File: config.mk
export PLATFORM = sky130hd
export DESIGN_NAME = spi_flash_arbiter
export DESIGN_NICKNAME = d
export VERILOG_FILES = /design/src/rtl/spi_flash_arbiter.sv
export SDC_FILE = /design/constraint.sdc
export NUM_CORES = 1
export LEC_CHECK = 0
export ABC_AREA = 0
export CAP_MARGIN = 20
export CORE_MARGIN = 10
export CORE_UTILIZATION = 45
export CTS_BUF_LIST = sky130_fd_sc_hd__clkbuf_16
export DETAILED_ROUTE_END_ITERATION = 10
export PLACE_DENSITY = 0.81
export RECOVER_POWER = 50
export SLEW_MARGIN = 20
export SYNTH_ARGS = -nofsm -noshare
export SYNTH_HDL_FRONTEND = slang
export SYNTH_SLANG_ARGS = --single-unit
File: constraint.sdc
create_clock -name clk -period 6 [get_ports clk]
set_clock_uncertainty 0.15 [all_clocks]
set_input_delay 1.2 -clock clk [delete_from_list [all_inputs] [get_ports clk]]
set_output_delay 1.2 -clock clk [all_outputs]
set_load 0.03 [all_outputs]
File: src/rtl/spi_flash_arbiter.sv
// Two-master arbiter for the shared SPI config flash: per-transaction ownership,
// round-robin ties, CS-high guard time between owners and optional idle-owner revoke.
module spi_flash_arbiter #(
  parameter int unsigned GUARD_CYCLES   = 4,
  parameter int unsigned TIMEOUT_CYCLES = 0
) (
  input  logic       clk,
  input  logic       resetn,
  input  logic       m0_req,
  output logic       m0_gnt,
  input  logic       m0_csel,
  input  logic       m0_sclk,
  input  logic       m0_mosi,
  output logic       m0_miso,
  input  logic       m1_req,
  output logic       m1_gnt,
  input  logic       m1_csel,
  input  logic       m1_sclk,
  input  logic       m1_mosi,
  output logic       m1_miso,
  output logic       flash_csel,
  output logic       flash_sclk,
  output logic       flash_mosi,
  input  logic       flash_miso,
  output logic [1:0] owner,
  output logic       timeout_err
);

  localparam int unsigned GUARD_W = 8;
  localparam int unsigned TMO_W   = 24;
  localparam bit             TMO_EN  = (TIMEOUT_CYCLES != 0);
  localparam logic [TMO_W-1:0] TMO_MAX  = TMO_W'(TIMEOUT_CYCLES);
  localparam logic [TMO_W-1:0] TMO_LAST = TMO_W'(TIMEOUT_CYCLES - 1);

  typedef enum logic [1:0] {
    ST_IDLE  = 2'd0,
    ST_OWN0  = 2'd1,
    ST_OWN1  = 2'd2,
    ST_GUARD = 2'd3
  } state_e;

  state_e               state_q, state_d;
  logic                 last_q, last_d;
  logic [GUARD_W-1:0]   guard_cnt_q, guard_cnt_d;
  logic [TMO_W-1:0]     idle_cnt_q, idle_cnt_d;
  logic                 m0_gnt_q, m0_gnt_d;
  logic                 m1_gnt_q, m1_gnt_d;
  logic [1:0]           owner_q, owner_d;
  logic                 timeout_err_q, timeout_err_d;

  logic                 own_req;
  logic                 own_csel;
  logic                 tmo_hit;
  logic [TMO_W-1:0]     idle_inc;

  // Current owner's handshake signals, and the idle-timeout condition.
  always_comb begin
    own_req  = (state_q == ST_OWN1) ? m1_req  : m0_req;
    own_csel = (state_q == ST_OWN1) ? m1_csel : m0_csel;
    tmo_hit  = TMO_EN && own_req && own_csel && (idle_cnt_q >= TMO_LAST);
    idle_inc = (idle_cnt_q < TMO_MAX) ? idle_cnt_q + TMO_W'(1) : idle_cnt_q;
  end

  always_comb begin
    state_d       = state_q;
    last_d        = last_q;
    guard_cnt_d   = guard_cnt_q;
    idle_cnt_d    = '0;
    timeout_err_d = timeout_err_q;

    unique case (state_q)
      ST_IDLE: begin
        // last_q=1 means m1 was the previous owner, so m0 wins a tie.
        if (m0_req && (!m1_req || last_q)) begin
          state_d = ST_OWN0;
        end else if (m1_req) begin
          state_d = ST_OWN1;
        end
      end
      ST_OWN0, ST_OWN1: begin
        if ((!own_req && own_csel) || tmo_hit) begin
          state_d     = ST_GUARD;
          last_d      = (state_q == ST_OWN1);
          guard_cnt_d = GUARD_W'(GUARD_CYCLES);
          if (tmo_hit) begin
            timeout_err_d = 1'b1;
          end
        end else if (TMO_EN && own_csel) begin
          idle_cnt_d = idle_inc;
        end
      end
      ST_GUARD: begin
        if (guard_cnt_q <= GUARD_W'(1)) begin
          state_d     = ST_IDLE;
          guard_cnt_d = '0;
        end else begin
          guard_cnt_d = guard_cnt_q - GUARD_W'(1);
        end
      end
      default: state_d = ST_IDLE;
    endcase

    m0_gnt_d = (state_d == ST_OWN0);
    m1_gnt_d = (state_d == ST_OWN1);
    owner_d  = {m1_gnt_d, m0_gnt_d};
  end

  always_ff @(posedge clk) begin
    if (!resetn) begin
      state_q       <= ST_IDLE;
      last_q        <= 1'b1;
      guard_cnt_q   <= '0;
      idle_cnt_q    <= '0;
      m0_gnt_q      <= 1'b0;
      m1_gnt_q      <= 1'b0;
      owner_q       <= 2'b00;
      timeout_err_q <= 1'b0;
    end else begin
      state_q       <= state_d;
      last_q        <= last_d;
      guard_cnt_q   <= guard_cnt_d;
      idle_cnt_q    <= idle_cnt_d;
      m0_gnt_q      <= m0_gnt_d;
      m1_gnt_q      <= m1_gnt_d;
      owner_q       <= owner_d;
      timeout_err_q <= timeout_err_d;
    end
  end

  // Zero-latency pin mux; idle levels whenever nobody owns the flash.
  always_comb begin
    flash_csel = 1'b1;
    flash_sclk = 1'b0;
    flash_mosi = 1'b0;
    if (state_q == ST_OWN0) begin
      flash_csel = m0_csel;
      flash_sclk = m0_sclk;
      flash_mosi = m0_mosi;
    end else if (state_q == ST_OWN1) begin
      flash_csel = m1_csel;
      flash_sclk = m1_sclk;
      flash_mosi = m1_mosi;
    end
  end

  assign m0_miso     = m0_gnt_q & flash_miso;
  assign m1_miso     = m1_gnt_q & flash_miso;
  assign m0_gnt      = m0_gnt_q;
  assign m1_gnt      = m1_gnt_q;
  assign owner       = owner_q;
  assign timeout_err = timeout_err_q;

endmodule
==> impl_metrics.py, run 1 <==
metrics = {
    "synthesis": {
        "synth_area_leader_cell": "dfxtp_1",
        "syn_nets": 118,
        "synth-edff-count": 0,
        "synth_top_area_share_pct": 31.90,
        "synth_area_um2": 815.8,
        "avgSynthCellArea_um2": 8.077,
        "async_flop_share_pct": 0,
        "yosysWarningCount": 0,
        "synthTopCellsByArea": "dfxtp_1, ha_1, a21oi_1, o21ai_0, or3_1",
        "synth_seq_cells": 13,
        "ys_types": 33,
        "synth-seq-area-share_pct": 31.90,
        "synth-main-ff-cell": "dfxtp_1",
        "synth_cells": 101,
    },
    "finish": {
        "layout.area.seq_um2": 260.3,
        "layout-drive-gt1-share_pct": 5.000,
        "num_antenna_cells": 0,
        "multi_input_area_um2": 500.5,
        "fillCellCount": 153,
        "flow.area_growth_from_synthesis_pct": 33.28,
        "final_nets": 138,
    },
    "global_route": {
        "grt_usage_pct": 9.746,
        "grt_max_degree": 10,
        "grt_pass1_wl_um": 3187,
        "grt_pass1_vias": 745,
        "grt_overflow": 0,
        "antenna_found_initial": 0,
    },
    "worst_setup_path": {
        "crit_arrival_ns": 2.57,
        "rr_worst_depth": 6,
        "r2r-end": "guard_cnt_q[0]$_SDFFE_PN0P_",
        "required_ns": 4.65,
        "timing.rr.start": "state_q[0]$_SDFF_PN0_",
        "crit_path_end_kind": "output pin",
        "reg2reg_slack_ns": 3.49,
        "worst-setup-path-type": "in2out",
        "worst_path_max_delay_cell": "clkdlybuf4s50_1",
        "cp-start-kind": "primary input",
        "cpLargestDelayFamily": "buffers and inverters",
        "worstPathCellList": "clkdlybuf4s50_1, nor3b_1, a21oi_1, clkdlybuf4s50_1",
        "cp_common_cell": "clkdlybuf4s50_1",
        "path_max_fanout": 3,
        "slowest_delay_ns": 0.68,
        "crit_buf_inv": 2,
    },
    "min_path": {
        "min_path_cells": 2,
        "hp-class": "reg2reg",
        "whs_endpoint": "guard_cnt_q[5]$_SDFFE_PN0P_",
        "hold_path.startpoint": "guard_cnt_q[5]$_SDFFE_PN0P_",
    },
    "clock_tree": {
        "path_clk_slew_ns": 0.04,
        "cts_tree": "yes",
        "cts_hold_buf": 0,
        "cts_inserted_buffers": 3,
        "cts_sinks": 13,
        "cts_resized": 0,
        "cts_setup_buffers": 0,
        "ctsHtreeMaxLevel": 1,
        "cts_buffer_depth": 2,
        "root_buffer": "clkbuf_16",
        "clk-insertion-delay-late_ns": 0.24,
    },
    "place": {
        "portBuffers": 19,
        "dp.final_hpwl_um": 1460,
        "gp_congestion": 0.7376,
        "dpl_worst_slack_ns": 2.078,
    },
    "timing": {
        "worst_pin_slew_ns": 0.8177,
        "fin_crit_ns": 3.924,
        "period_share_pct": 65.40,
        "maxSlewHeadroom_pct": 44.91,
        "setup_viol": 0,
        "fin_ws_ns": 2.076,
        "rsz0062_at_grt": "false",
        "finalHoldViolations": 0,
        "drv_slew": 0,
        "final.setup.tns_ns": 0,
        "timing.fmax_ghz": 0.2548,
    },
    "drt": {
        "via_count": 757,
        "drt.antenna.violating_nets": 0,
        "vias_per_cell": 5.221,
        "wl_um": 1832,
        "detail_route.wl_per_cell_um": 12.63,
        "drc": 0,
        "drt-initial-drc-count": 13,
        "first_pass_iters": 4,
    },
    "die": {
        "placementRows": 15,
        "dieHeight_um": 62.58,
        "core_area_um2": 1727,
        "initial_utilization_pct": 47.25,
        "design.die.area_um2": 3916,
        "die_w_um": 62.58,
        "ios": 21,
    },
    "flow_run": {
        "maxCapViolations": 0,
    },
    "power": {
        "leakage_nw": 0.4265,
        "irDropWorstVdd_mv": 0.2318,
        "p_total_mw": 0.6208,
        "powerDensity_nw_per_um2": 571.0,
    },
    "run_status": {
        "status": "complete, no violations",
    },
}
-- synth_stat cells (all sizes together) (3+ instances only) --
cell,count
inv,7
a31oi,3
ha,6
nor3b,3
o31ai,3
nand2,8
or3,5
buf,3
dfxtp,13
o21ai,8
a21oi,11
nor2,6
-- kinds of logic (layout without fill, tap and decap cells) --
family	Yosys count	after routing	synth area share, %
XOR/XNOR	1	1	1.074
adder cells (fa/ha/maj)	6	6	9.202
buffers and inverters	11	30	6.442
AND/OR/NAND/NOR	37	37	26.07
flip-flops	13	13	31.90
other	1	1	0.4597
AO/OA/AOI/OAI	32	32	24.85
-- worst max-delay path by stage --
stage / start / endpoint / slack (ns) / cells past startpoint
floorplan: m1_mosi / flash_mosi / 2.73 / 2
global placement: m1_csel / flash_csel / 2.10 / 4
detailed placement: m1_csel / flash_csel / 2.08 / 4
CTS: m1_csel / flash_csel / 2.06 / 4
global route: m1_csel / flash_csel / 1.97 / 4
finish: m1_csel / flash_csel / 2.08 / 4
-- cells in the final DEF, fill, tap and decap left out, types with 2 or more instances in the layout --
cell,count
a211oi_1,2
a21oi_1,11
a31oi_1,3
and2_1,2
clkbuf_16,3
clkdlybuf4s50_1,14
dfxtp_1,13
dlygate4sd3_1,5
ha_1,6
inv_1,8
nand2_1,8
nand2b_1,2
nand3b_1,2
nor2_1,6
nor3b_1,3
o21ai_0,8
o31ai_1,3
or3_1,5
or4_1,2
-- routing by layer --
layer / GRT usage (%) / part of all wire [%]
met1: 9.274 / 43
met4: 5.866 / 2.3
met5: 0 / 0
met3: 3.405 / 4.5
met2: 17.56 / 50
-- final cells by class --
type | instances | area share [%]
Multi-Input combinational cell | 77 | 46.03
Sequential cell | 13 | 23.94
Timing Repair Buffer | 19 | 17.49
Clock buffer | 3 | 6.905
Tap cell | 25 | 2.877
Inverter | 7 | 2.417
Clock inverter | 1 | 0.3452
-- registers in the layout, indices dropped and copies added (netlist names) --
register / cells
state_q: 2
m1_gnt: 1
owner: 1
guard_cnt_q: 8
last_q: 1
-- tightest hold or removal path: stages (launching register included) --
cell and delay [ns]:
dfxtp_1 0.32, o21ai_0 0.07, a21oi_1 0.06
-- report_power, final --
| part | switching [mW] | internal (mW) |
|---|---|---|
| clock network | 0.0361 | 0.0878 |
| registers | 0.0378 | 0.124 |
| logic | 0.186 | 0.148 |
| total | 0.260 | 0.361 |
-- through the flow --
stage / utilization [%] / area [µm²] / std cells / hold WS (ns)
2_1_floorplan: - / 815.8 / 101 / 0.3145
3_3_place_gp: 58.55 / 1011 / 141 / 0.3316
3_5_place_dp: 58.55 / 1011 / 141 / 0.3432
4_1_cts: 63.12 / 1090 / 145 / 0.3493
5_1_grt: 62.97 / 1087 / 145 / 0.3661
6_report: 62.97 / 1087 / 145 / 0.3493
Power figures use the tool's default switching activity.
==> run 2: changes to the inputs <==
CORE_UTILIZATION = 42   (was 45)
PLACE_DENSITY = 0.79   (was 0.81)
clock period = 3.4 ns   (was 6 ns; I/O delays follow)
==> impl_metrics.py, run 2 (synthesized netlist as in run 1, its figures left out) <==
metrics = {
    "timing": {
        "worst_pin_slew_ns": 0.8088,
        "period_share_pct": 84.66,
        "fin_crit_ns": 2.879,
        "drv_slew": 0,
        "whs_ns": 0.3493,
        "maxSlewHeadroom_pct": 45.51,
        "finalHoldViolations": 0,
        "setup_viol": 0,
        "timing.fmax_ghz": 0.3474,
        "fin_ws_ns": 0.5214,
        "final.setup.tns_ns": 0,
        "rsz0062_at_grt": "false",
    },
    "worst_setup_path": {
        "worst-setup-path-type": "in2out",
        "critPathLaunch": "m1_csel",
        "cp-start-kind": "primary input",
        "required_ns": 2.57,
        "path_max_fanout": 3,
        "reg2reg_slack_ns": 0.91,
        "crit_path_end_kind": "output pin",
        "timing.rr.start": "state_q[0]$_SDFF_PN0_",
        "r2r-end": "guard_cnt_q[0]$_SDFFE_PN0P_",
        "rr_worst_depth": 6,
        "crit_arrival_ns": 2.05,
    },
    "drt": {
        "routed.top_layer": "met4",
        "drc": 0,
        "drt.antenna.violating_nets": 0,
        "first_pass_iters": 4,
        "detail_route.wl_per_cell_um": 13.26,
        "via_count": 788,
        "route.met3.wl_um": 117,
        "m1WireLength_um": 793,
        "drt-initial-drc-count": 19,
        "wl_um": 1923,
        "vias_per_cell": 5.434,
        "route.met2.wl_um": 973,
    },
    "power": {
        "p_sw_share_pct": 42.69,
        "p_int_mw": 0.6358,
        "power_frac_comb_pct": 54.2,
        "p_sw_mw": 0.4737,
        "power_frac_seq_pct": 26.0,
        "irDropWorstVdd_mv": 0.5756,
        "leakage_nw": 0.4265,
        "powerDensity_nw_per_um2": 1020,
        "clkPwrFrac_pct": 19.8,
    },
    "die": {
        "dieHeight_um": 64.07,
        "initial_utilization_pct": 45.75,
        "ios": 21,
        "design.die.area_um2": 4105,
        "core_area_um2": 1783,
        "placementRows": 15,
        "die_w_um": 64.07,
    },
    "flow_run": {
        "maxCapViolations": 0,
    },
    "clock_tree": {
        "cts_hold_buf": 0,
        "cts_inserted_buffers": 3,
        "root_buffer": "clkbuf_16",
        "clk-insertion-delay-late_ns": 0.24,
        "cts_resized": 0,
        "cts_setup_buffers": 0,
        "cts_buffer_depth": 2,
        "ctsHtreeMaxLevel": 1,
        "path_clk_slew_ns": 0.04,
        "cts_sinks": 13,
        "cts_tree": "yes",
    },
    "global_route": {
        "antenna_found_initial": 0,
        "grt_max_degree": 10,
        "grt_pass1_vias": 794,
        "grt_pass1_wl_um": 3284,
        "grt_usage_pct": 9.630,
        "grt_overflow": 0,
    },
    "finish": {
        "mostFrequentLayoutCells": "clkdlybuf4s50_1, dfxtp_1, a21oi_1",
        "final_common_cell": "clkdlybuf4s50_1",
        "final_nets": 138,
        "fillCellCount": 157,
        "largest_reg_flops": 8,
        "num_antenna_cells": 0,
        "largestRegisters": "guard_cnt_q x8, state_q x2",
        "flow.area_growth_from_synthesis_pct": 33.28,
        "layout-drive-gt1-share_pct": 5.000,
        "layout.area.seq_um2": 260.3,
        "regMostFlops": "guard_cnt_q",
        "multi_input_area_um2": 500.5,
    },
    "run_status": {
        "status": "complete, no violations",
    },
    "min_path": {
        "min_path_cells": 2,
        "whs_endpoint": "guard_cnt_q[5]$_SDFFE_PN0P_",
        "hp-class": "reg2reg",
        "hold_path.startpoint": "guard_cnt_q[5]$_SDFFE_PN0P_",
    },
    "place": {
        "dp.final_hpwl_um": 1549,
        "dpl_worst_slack_ns": 0.5220,
        "gp_congestion": 0.7818,
        "portBuffers": 19,
    },
}
-- run 2: area by class of cell --
class                   instances  area share (%)
flip-flops and latches         13           23.94
clock inverters                 1          0.3452
clock buffers                   3           6.905
repair buffers                 19           17.49
well taps                      25           2.877
inverters                       7           2.417
multi-input cells              77           46.03
-- run 2: power groups by stage --
stage | Sequential, mW | Clock (mW) | Combinational [mW]
2_1_floorplan | 0.285 | 0 | 0.454
3_3_place_gp | 0.284 | 0 | 0.583
3_5_place_dp | 0.292 | 0 | 0.603
4_1_cts | 0.288 | 0.223 | 0.613
5_1_grt | 0.300 | 0.227 | 0.676
6_report | 0.288 | 0.220 | 0.601
-- run 2: worst max-delay path by stage --
stage / end / slack [ns] / depth (start not counted)
after floorplan: flash_mosi / 1.17 / 2
after global placement: flash_csel / 0.55 / 4
after detailed placement: flash_sclk / 0.52 / 4
after CTS: flash_csel / 0.51 / 4
after global routing: flash_csel / 0.45 / 4
final: flash_csel / 0.52 / 4
-- run 2: metal layers --
layer	vias to the layer above	track usage, %
met3	4	3.136
met5	-	0
li1	401	-
met1	362	9.001
met2	21	17.79
met4	0	5.738
-- run 2: per-stage QoR --
| stage | cells | area [µm²] | util [%] | total power [mW] |
|---|---|---|---|---|
| after floorplan | 101 | 815.8 | - | 0.7388 |
| after global placement | 141 | 1011 | 56.70 | 0.8669 |
| after detailed placement | 141 | 1011 | 56.70 | 0.8950 |
| after CTS | 145 | 1090 | 61.12 | 1.124 |
| after global routing | 145 | 1087 | 60.98 | 1.203 |
| final | 145 | 1087 | 60.98 | 1.109 |
-- run 2: worst max-delay path, cell delays in order --
cell	delay [ns]
clkdlybuf4s50_1	0.50
nor3b_1	0.06
a21oi_1	0.12
clkdlybuf4s50_1	0.69
==> run 3: changes to the inputs <==
clock period = 2.5 ns   (was 3.4 ns; I/O delays follow)
==> impl_metrics.py, run 3 (synthesized netlist as in run 1, its figures left out) <==
metrics = {
    "clock_tree": {
        "cts_buffer_depth": 2,
        "clk-insertion-delay-late_ns": 0.24,
        "cts_setup_buffers": 0,
        "cts_inserted_buffers": 3,
        "root_buffer": "clkbuf_16",
        "ctsHtreeMaxLevel": 1,
        "cts_hold_buf": 0,
        "cts_resized": 0,
        "cts_sinks": 13,
        "cts_tree": "yes",
        "path_clk_slew_ns": 0.04,
    },
    "worst_setup_path": {
        "crit_buf_inv": 2,
        "slowest_delay_ns": 0.67,
        "cp_common_cell": "clkdlybuf4s50_1",
        "worst_path_max_delay_cell": "clkdlybuf4s50_1",
        "cpLargestDelayFamily": "buffers and inverters",
        "crit_path_end_kind": "output pin",
        "worstPathCellList": "clkdlybuf4s50_1, and2_1, clkdlybuf4s50_1",
        "cp-start-kind": "primary input",
        "rr_worst_depth": 6,
        "path_max_fanout": 2,
        "crit_cells": 3,
        "required_ns": 1.85,
        "crit_arrival_ns": 1.75,
        "worst-setup-path-type": "in2out",
    },
    "flow_run": {
        "maxCapViolations": 0,
    },
    "place": {
        "gp_congestion": 0.7807,
        "portBuffers": 19,
        "dpl_worst_slack_ns": 0.005310,
        "place_area_um2": 1033,
        "dp.final_hpwl_um": 1547,
    },
    "timing": {
        "timing.fmax_ghz": 0.4166,
        "maxSlewHeadroom_pct": 52.20,
        "period_share_pct": 96.01,
        "whs_ns": 0.3596,
        "worst_pin_slew_ns": 0.7105,
        "final.setup.tns_ns": 0,
        "fin_ws_ns": 0.09978,
        "setup_viol": 0,
        "drv_slew": 0,
        "rsz0062_at_grt": "false",
        "fin_crit_ns": 2.400,
        "finalHoldViolations": 0,
    },
    "drt": {
        "via_count": 780,
        "drt-initial-drc-count": 14,
        "drt.antenna.violating_nets": 0,
        "vias_per_cell": 5.235,
        "first_pass_iters": 4,
        "wl_um": 1949,
        "detail_route.wl_per_cell_um": 13.08,
        "drc": 0,
    },
    "power": {
        "leakage_nw": 0.4347,
        "p_total_mw": 1.517,
        "powerDensity_nw_per_um2": 1381,
        "irDropWorstVdd_mv": 0.5661,
    },
    "global_route": {
        "grt_overflow": 0,
        "antenna_found_initial": 0,
        "grt_max_degree": 10,
        "grt_usage_pct": 9.623,
        "grt_pass1_wl_um": 3284,
        "grt_pass1_vias": 805,
    },
    "die": {
        "dieHeight_um": 64.07,
        "placementRows": 15,
        "initial_utilization_pct": 45.75,
        "design.die.area_um2": 4105,
        "die_w_um": 64.07,
        "core_area_um2": 1783,
        "ios": 21,
    },
    "min_path": {
        "min_path_cells": 2,
        "hp-class": "reg2reg",
    },
    "finish": {
        "final_common_cell": "dfxtp_1",
        "regMostFlops": "guard_cnt_q",
        "num_antenna_cells": 0,
        "final_area_um2": 1099,
        "largestRegisters": "guard_cnt_q x8, state_q x2",
        "flow.area_growth_from_synthesis_pct": 34.66,
        "mostFrequentLayoutCells": "dfxtp_1, clkdlybuf4s50_1, a21oi_1, inv_1, nand2_1",
        "final_nets": 142,
        "largest_reg_flops": 8,
        "layout-drive-gt1-share_pct": 8.871,
    },
    "run_status": {
        "status": "complete, no violations",
    },
}
==> run 3: cell count changes in the layout (fill, tap and decap cells not counted), sizes merged <==
cell,delta
dlygate4sd3,-1
buf,+4
clkbuf,+3
clkdlybuf4s50,-2
==> run 3: cell type report <==
class,count,area (µm²)
fillers,160,684.4
clock inverters,1,3.754
multi-input cells,77,500.5
repair buffers,23,201.4
flip-flops and latches,13,260.3
clock buffers,3,75.07
well taps,25,31.28
inverters,7,26.28
==> run 3: worst paths after layout <==
| check | from | endpoint | slack [ns] |
|---|---|---|---|
| worst max-delay path | flash_miso | m0_miso | 0.1 |
| worst min-delay path | guard_cnt_q[6]$_SDFFE_PN0P_ | guard_cnt_q[6]$_SDFFE_PN0P_ | 0.36 |
| worst max register to register | state_q[0]$_SDFF_PN0_ | guard_cnt_q[4]$_SDFFE_PN0P_ | 0.19 |
| worst min register to register | guard_cnt_q[6]$_SDFFE_PN0P_ | guard_cnt_q[6]$_SDFFE_PN0P_ | 0.36 |
==> run 3: power breakdown <==
part,internal [mW],switching (mW),total [mW]
sequential,0.298,0.0922,0.390
combinational,0.358,0.470,0.828
clock,0.211,0.0875,0.298
==> run 3: tightest hold or removal path: cells and delay by family, from the launching register on <==
family	cells	cell delay, ns
AOI/OAI and AO/OA	2	0.14
DFF	1	0.33
==> run 3: stage by stage <==
stage / utilization, % / instances
after detailed placement: 57.96 / 145
after CTS: 62.39 / 149
final: 61.61 / 149
after global placement: 57.96 / 145
after floorplan: - / 101
after global routing: 61.61 / 149
==> run 3: per-layer routing <==
metal / wire length, µm / global-route usage [%]
met4: 0 / 5.191
met3: 87 / 3.484
met2: 1030 / 17.54
met1: 830 / 9.181
met5: 0 / 0
